File: src/rtl/fsm_chk_pkg.sv
// fsm_chk_pkg -- shared types and constants for the FSM vector checker.
//   NUM_VEC   : number of vectors in the replay table
//   IDX_W     : vector index width
//   CNT_W     : pass/fail counter width (holds 0..NUM_VEC without wrapping)
//   state_t   : checker FSM states
//   vec_t     : one table entry {rst, in, exp_out, exp_state}
//   VEC_TABLE : default replay table for the 2-bit-in / 3-bit-out lab FSM
package fsm_chk_pkg;

  localparam int NUM_VEC = 12;
  localparam int IDX_W   = $clog2(NUM_VEC);
  localparam int CNT_W   = $clog2(NUM_VEC + 1);

  localparam logic [IDX_W-1:0] LAST_IDX = IDX_W'(NUM_VEC - 1);

  typedef enum logic [1:0] {
    IDLE  = 2'd0,
    RUN   = 2'd1,
    DRAIN = 2'd2,
    DONE  = 2'd3
  } state_t;

  typedef struct packed {
    logic       rst;
    logic [1:0] in;
    logic [2:0] exp_out;
    logic [2:0] exp_state;
  } vec_t;

  // Three short walks through the lab FSM, each beginning with a reset.
  localparam vec_t VEC_TABLE [NUM_VEC] = '{
    '{1'b1, 2'b00, 3'b101, 3'd0},
    '{1'b0, 2'b11, 3'b010, 3'd1},
    '{1'b0, 2'b01, 3'b001, 3'd2},
    '{1'b0, 2'b00, 3'b001, 3'd2},
    '{1'b1, 2'b00, 3'b101, 3'd0},
    '{1'b0, 2'b11, 3'b010, 3'd1},
    '{1'b0, 2'b11, 3'b101, 3'd3},
    '{1'b0, 2'b00, 3'b001, 3'd2},
    '{1'b1, 2'b00, 3'b101, 3'd0},
    '{1'b0, 2'b11, 3'b010, 3'd1},
    '{1'b0, 2'b00, 3'b011, 3'd4},
    '{1'b0, 2'b11, 3'b101, 3'd3}
  };

endpackage

File: src/rtl/fsm_chk_vec_rom.sv
// fsm_chk_vec_rom -- combinational lookup of the replay table.
//   idx : vector index
//   vec : table entry at idx (all zeros for indices past the table end)
module fsm_chk_vec_rom
  import fsm_chk_pkg::*;
(
  input  logic [IDX_W-1:0] idx,
  output vec_t             vec
);

  localparam int ROM_DEPTH = 2 ** IDX_W;

  // Padded to a power of two so every idx value selects a defined entry.
  vec_t rom [ROM_DEPTH];

  genvar gi;
  generate
    for (gi = 0; gi < ROM_DEPTH; gi++) begin : g_rom
      if (gi < NUM_VEC) begin : g_used
        assign rom[gi] = VEC_TABLE[gi];
      end else begin : g_pad
        assign rom[gi] = '0;
      end
    end
  endgenerate

  assign vec = rom[idx];

endmodule

File: config.mk
export PLATFORM = sky130hd
export DESIGN_NAME = fsm_chk_vec_rom
export DESIGN_NICKNAME = d
export VERILOG_FILES = /design/src/rtl/fsm_chk_pkg.sv /design/src/rtl/fsm_chk_vec_rom.sv
export SDC_FILE = /design/constraint.sdc
export NUM_CORES = 1
export LEC_CHECK = 0
export CORE_AREA = 2 2 39 41
export DETAILED_ROUTE_END_ITERATION = 8
export DIE_AREA = 0 0 41 43
export PLACE_DENSITY_LB_ADDON = 0.05
export RECOVER_POWER = 25
export SETUP_SLACK_MARGIN = 0.05
export SYNTH_ARGS = -nofsm -noshare
export SYNTH_HDL_FRONTEND = slang
export SYNTH_SLANG_ARGS = --single-unit
File: constraint.sdc
create_clock -name vclk -period 2.1
set_clock_uncertainty 0.2 [all_clocks]
set_input_delay 0.63 -clock vclk [all_inputs]
set_output_delay 0.63 -clock vclk [all_outputs]
set_load 0.01 [all_outputs]
# After elaboration in Yosys (flattened, before gate mapping)
# Memories as Yosys holds them, arrays and structs flattened.
# Cells that the tools add are included.
# totals
mem_count,1
mem_bits_ro,144
ram_bits,0
out_inout_bits,9
latch_bits,0
regBits,0
in_bits,4
word_cells,5
# classes
n_addsub,0
n_bitwise,1
reduce_logical,0
n_mul,0
eq_ne,0
shift,0
n_mux,2
order_cmp,1
n_div,0
# mem_list
memory,words,width,rd,rd_ports_with_merged_regs,write_ports,line,rtl
(no name shown),16,9,1,0,0,fsm_chk_vec_rom.sv:27,assign vec = rom[idx];
# ops
cell,n
two-way mux 9 bit,2
>= comparator 5 bit (second input constant),1
NOT 4 -> 5 bit,1

# Depth between registers and ports, before layout
# Gate-level depths: netlist of run 1.
# logic_depth
word_depth,4
depth_mapped,5

# Least setup slack after synthesis of run 1
# OpenSTA, ideal clock, no wires.
# synth_path
path_type,input port to output port
start,input port idx[1]
end,output port vec[7] in the netlist's numbering
path_slack_ps,-197
stages,5
arrival_ps,1467
n_path_buf,1
path_cell_list,inv_1 ha_1 nand2_1 o22ai_1 buf_4
# synth_rtl
item,line,rtl
"start, declared",fsm_chk_vec_rom.sv:7,"input logic [IDX_W-1:0] idx,"
"end, declared",fsm_chk_vec_rom.sv:8,output vec_t vec

==> results.py, run 1 <==
metrics = {
    "critical_path": {
        "required_ps": 1270,
        "critPathMaxFanout": 3,
        "crit_arrival_ps": 1380,
        "critical-path-slowest-cell": "ha_4",
        "critPathLaunchType": "input port",
        "critPathMaxStageDelay_ps": 150,
        "end_kind": "primary output",
        "crit_type": "input port to primary output",
        "cp_cell_sequence": "buf_8 > buf_6 > ha_4 > mux2i_1 > o22ai_2 > buf_2",
    },
    "sta": {
        "worst_slew_pin_slew_ps": 160.2,
        "slew_headroom_pct": 89.02,
        "hold_viol": 0,
        "timing.final.ws_setup_ps": -110.8,
        "final.min_clock_period_ps": 2211,
        "setup_viol": 8,
        "report.final.slew_viol_count": 0,
        "rsz0062_at_grt": "yes",
        "fin_hold_ws_ps": 1410,
        "clock.fmax_ghz": 0.4523,
        "fin_crit_sh_pct": 105.3,
    },
    "min_path": {
        "min_to": "vec[6]",
        "hp-class": "input port to primary output",
        "worst_hold_path.num_cells": 3,
        "holdCritStartpoint": "idx[3]",
    },
    "routing": {
        "wl_per_cell_um": 10.47,
        "wirelength_um": 607,
        "via_per_inst": 4.069,
        "drt_iter0_drc": 0,
        "ant_nets": 0,
        "dr.pass1.iters": 1,
        "drc": 0,
        "vias": 236,
    },
    "final_layout": {
        "drive_above_1_share_pct": 76.19,
        "clkbuf_count": 0,
        "seq_cells": 0,
        "nNetsFinal": 54,
        "multi_input_area_um2": 250.2,
        "mostFrequentLayoutCell": "buf_2",
        "synthToLayoutAreaGrowth_pct": 113.9,
        "seq_area_um2": 0,
        "final_cells": 58,
        "diodes": 0,
        "fill_cells": 148,
        "layout_common_cells": "buf_2, ha_4, buf_6",
    },
    "clock_tree": {
        "post-cts-setup-buffer-count": 0,
        "cts_hold_buffers": 0,
    },
    "synthesis": {
        "synth_warnings": 0,
        "netlist_area_um2": 206.4,
        "syn-num-nets": 35,
        "yosysUniqueCellTypes": 15,
        "syn_inst": 25,
        "synth.avg_cell_area_um2": 8.258,
        "synth.yosys.seq_area_share_pct": 0,
    },
    "power": {
        "power_density_nw_per_um2": 198.0,
        "seqPwrFrac_pct": 0,
        "power_w": 0.00008746,
        "intPower_w": 0.00004504,
        "pwr-share-comb_pct": 100.0,
        "p_leak_nw": 0.2062,
        "netSwitchingPower_w": 0.00004242,
        "clockPowerShare_pct": 0,
        "switching_share_pct": 48.50,
        "ir_drop_v": 0.00007403,
    },
    "global_routing": {
        "grt_pass1_wl_um": 1055,
        "grt_start_max_net_pins": 8,
        "grt_pass1_vias": 222,
        "grt_overflow": 0,
        "grt_usage_pct": 8.292,
        "antenna_found_initial": 0,
    },
    "placed_design": {
        "gp_congestion": 0.6748,
        "port_buffers": 13,
        "dp_hpwl_um": 447.6,
        "dp.cells": 58,
    },
    "floorplan": {
        "die_area_um2": 1763,
        "rows": 14,
        "die_h_um": 43,
        "dieWidth_um": 41,
        "core_um2": 1384,
        "io_pins": 13,
        "initial_utilization_pct": 14.92,
    },
    "job": {
        "cap_violations": 0,
    },
    "outcome": {
        "violations": "negative setup slack",
        "status": "finished with violations",
    },
}
-- cell families after synthesis --
| group | share of synthesized area, % |
|---|---|
| buffers and inverters | 16.36 |
| adders and majority gates | 36.36 |
| AOI/OAI and AO/OA | 26.67 |
| muxes | 4.849 |
| and+or+nand+nor | 15.76 |
-- critical path, delay by kind of cell --
kind	cells	cell delay [ps]
buffers and inverters	3	350
adders and majority gates	1	150
muxes	1	150
AOI/OAI and AO/OA	1	90
-- layout make-up --
cell class | instances | area share, %
multi-input cells | 19 | 56.66
repair buffers | 19 | 34.28
inverters | 4 | 4.533
well taps | 16 | 4.533
-- layer usage --
| layer | GRT usage (%) | routed length [µm] | vias to the layer above |
|---|---|---|---|
| li1 | - | - | 122 |
| met1 | 11.71 | 248 | 109 |
| met2 | 14.06 | 319 | 5 |
| met3 | 0.5236 | 39 | 0 |
| met4 | 0 | 0 | 0 |
| met5 | 0 | 0 | - |
-- how the worst max path moves through the flow --
| stage | startpoint | to | slack, ps |
|---|---|---|---|
| after global routing | idx[0] | vec[5] | -160 |
| final | idx[0] | vec[7] | -110 |
| after detailed placement | idx[0] | vec[5] | -1050 |
| after floorplan | idx[1] | vec[7] | -80 |
| after CTS | idx[0] | vec[7] | -140 |
| after global placement | idx[0] | vec[5] | -1010 |
-- power by group through the flow --
stage	logic [W]	registers [W]	clock network, W
after floorplan	0.0000383	0	0
after global placement	0.0000845	0	0
after detailed placement	0.0000834	0	0
after CTS	0.0000863	0	0
after global routing	0.0000974	0	0
final	0.0000875	0	0
-- per-stage QoR --
step | utilization [%] | instance area, µm² | setup slack [ps] | setup TNS (ps)
CTS | 31.19 | 431.7 | -137.7 | -561.6
global placement | 28.39 | 392.9 | -1006 | -8472
detailed placement | 28.39 | 392.9 | -1054 | -8577
global route | 31.92 | 441.7 | -163.1 | -823.5
floorplan | - | 216.5 | -80.89 | -80.89
finish | 31.92 | 441.7 | -110.8 | -486.6
-- Yosys cell counts, drive strengths merged --
library cell,number,area (µm²)
o22ai,1,6.260
buf,2,18.77
nor2b,1,13.76
mux2i,1,10.01
a22o,2,17.52
o2bb2ai,1,8.760
a21oi,2,10.01
a21boi,1,7.510
and2,1,7.510
ha,6,75.07
inv,4,15.01
nand3b,1,7.510
nand2,1,3.750
o21ai,1,5.000
-- what timing repair did --
| action | in CTS | in global routing |
|---|---|---|
| endpoints found under the setup margin | 9 | 9 |
| pin swaps | 5 | 1 |
| hold endpoints to repair | 0 | 0 |
| resized for setup | 81 | 1 |
(Power assumes the default switching activity.)
==> inputs of run 2 (changes only) <==
--- a/config.mk
+++ b/config.mk
@@ -5,6 +5,7 @@
 export SDC_FILE = /design/constraint.sdc
 export NUM_CORES = 1
 export LEC_CHECK = 0
+export ABC_CLOCK_PERIOD_IN_PS = 2800
 export CORE_AREA = 2 2 39 41
 export DETAILED_ROUTE_END_ITERATION = 8
 export DIE_AREA = 0 0 41 43
==> constraint.sdc (replaced) <==
create_clock -name vclk -period 2.8
set_clock_uncertainty 0.2 [all_clocks]
set_input_delay 0.84 -clock vclk [all_inputs]
set_output_delay 0.84 -clock vclk [all_outputs]
set_load 0.01 [all_outputs]
==> run 2 against run 1 <==
  * The run now ends clean
  * Wire length down 7.7%
  * Setup slack better by 220 ps
  * Critical path type unchanged
  * Design area decreased by 13%
  * Via count shrank 1.3%
  * Sequential share of layout area unchanged
  * Core utilization decreased by 4.2 points
  * Largest cell class unchanged
  * First-iteration DRC count unchanged
==> results.py, run 2 (synthesis results as in run 1) <==
metrics = {
    "critical_path": {
        "required_ps": 1760,
        "critPathLaunchType": "input port",
        "end_kind": "primary output",
        "critPathMaxFanout": 3,
        "crit_type": "input port to primary output",
        "crit_arrival_ps": 1650,
    },
    "sta": {
        "final.min_clock_period_ps": 2695,
        "clock.fmax_ghz": 0.3711,
        "slew_headroom_pct": 88.69,
        "hold_viol": 0,
        "report.final.slew_viol_count": 0,
        "fin_crit_sh_pct": 96.25,
        "fin_hold_ws_ps": 1825,
        "worst_slew_pin_slew_ps": 166.4,
        "rsz0062_at_grt": "no",
        "setup_viol": 0,
    },
    "final_layout": {
        "drive_above_1_share_pct": 65.12,
        "nNetsFinal": 55,
        "seq_cells": 0,
        "clkbuf_count": 0,
        "seq_area_um2": 0,
        "synthToLayoutAreaGrowth_pct": 86.06,
        "diodes": 0,
        "mostFrequentLayoutCell": "buf_2",
        "layout_common_cells": "buf_2, buf_4, ha_1",
        "final_cells": 59,
    },
    "routing": {
        "via_per_inst": 3.949,
        "dr.pass1.iters": 1,
        "drt_iter0_drc": 0,
        "drc": 0,
        "wl_per_cell_um": 9.492,
        "vias": 233,
        "wirelength_um": 560,
        "ant_nets": 0,
    },
    "global_routing": {
        "grt_usage_pct": 7.193,
        "grt_start_max_net_pins": 7,
        "antenna_found_initial": 0,
        "grt_pass1_wl_um": 959,
        "grt_overflow": 0,
        "grt_pass1_vias": 238,
    },
    "floorplan": {
        "io_pins": 13,
        "die_area_um2": 1763,
        "dieWidth_um": 41,
        "rows": 14,
        "core_um2": 1384,
        "initial_utilization_pct": 14.92,
        "die_h_um": 43,
    },
    "min_path": {
        "hp-class": "input port to primary output",
    },
    "job": {
        "cap_violations": 0,
    },
    "power": {
        "power_w": 0.00005668,
        "p_leak_nw": 0.1901,
        "power_density_nw_per_um2": 147.6,
        "ir_drop_v": 0.00003336,
    },
    "outcome": {
        "status": "finished clean",
    },
    "placed_design": {
        "port_buffers": 13,
        "dp.cells": 58,
        "dp_hpwl_um": 446.6,
        "gp_congestion": 0.6148,
    },
    "clock_tree": {
        "cts_hold_buffers": 0,
    },
}
run 2: final cells by class:
cell class / instances / area (µm²)
tap: 16 / 20.02
fill: 164 / 999.7
inverter: 4 / 15.01
timing repair buffer: 20 / 135.1
multi-input combinational: 19 / 214.0
run 2: path summary, 6_finish.rpt:
| kind | startpoint | endpoint | slack, ps | depth (start not counted) |
|---|---|---|---|---|
| worst max-delay path | idx[1] | vec[7] | 110 | 7 |
| worst min-delay path | idx[3] | vec[5] | 1820 | 3 |
run 2: metrics by stage:
step           area, µm²  TNS (ps)  setup WS (ps)  util (%)
2_1_floorplan      206.4         0          82.64         -
3_3_place_gp       382.9     -5804         -742.8     27.67
3_5_place_dp       382.9     -5834         -759.2     27.67
4_1_cts            404.1         0          54.67     29.20
5_1_grt            384.1         0          58.99     27.76
6_report           384.1         0          105.1     27.76
run 2: what timing repair did:
action / 4_1_cts / 5_1_grt
pin swaps: 1 / 2
resized for setup: 53 / 7
buffers inserted: 1 / 0
setup endpoints to repair: 9 / 7
run 2: per-layer routing:
layer / vias to the layer above / track usage [%] / wire length (µm)
met3: 0 / 0 / 33
met1: 103 / 10.44 / 263
met5: - / 0 / 0
met2: 7 / 12.19 / 264
met4: 0 / 0 / 0
li1: 123 / - / -
run 2: report_power, final:
group          total (W)  internal [W]  switching (W)
sequential             0             0              0
combinational  0.0000567     0.0000288      0.0000278
clock                  0             0              0
run 2: worst max-delay path, cell delays in order:
cell and delay (ps):
buf_2 100, inv_2 50, buf_6 120, ha_4 150, mux2i_2 160, o22ai_2 90, buf_2 140
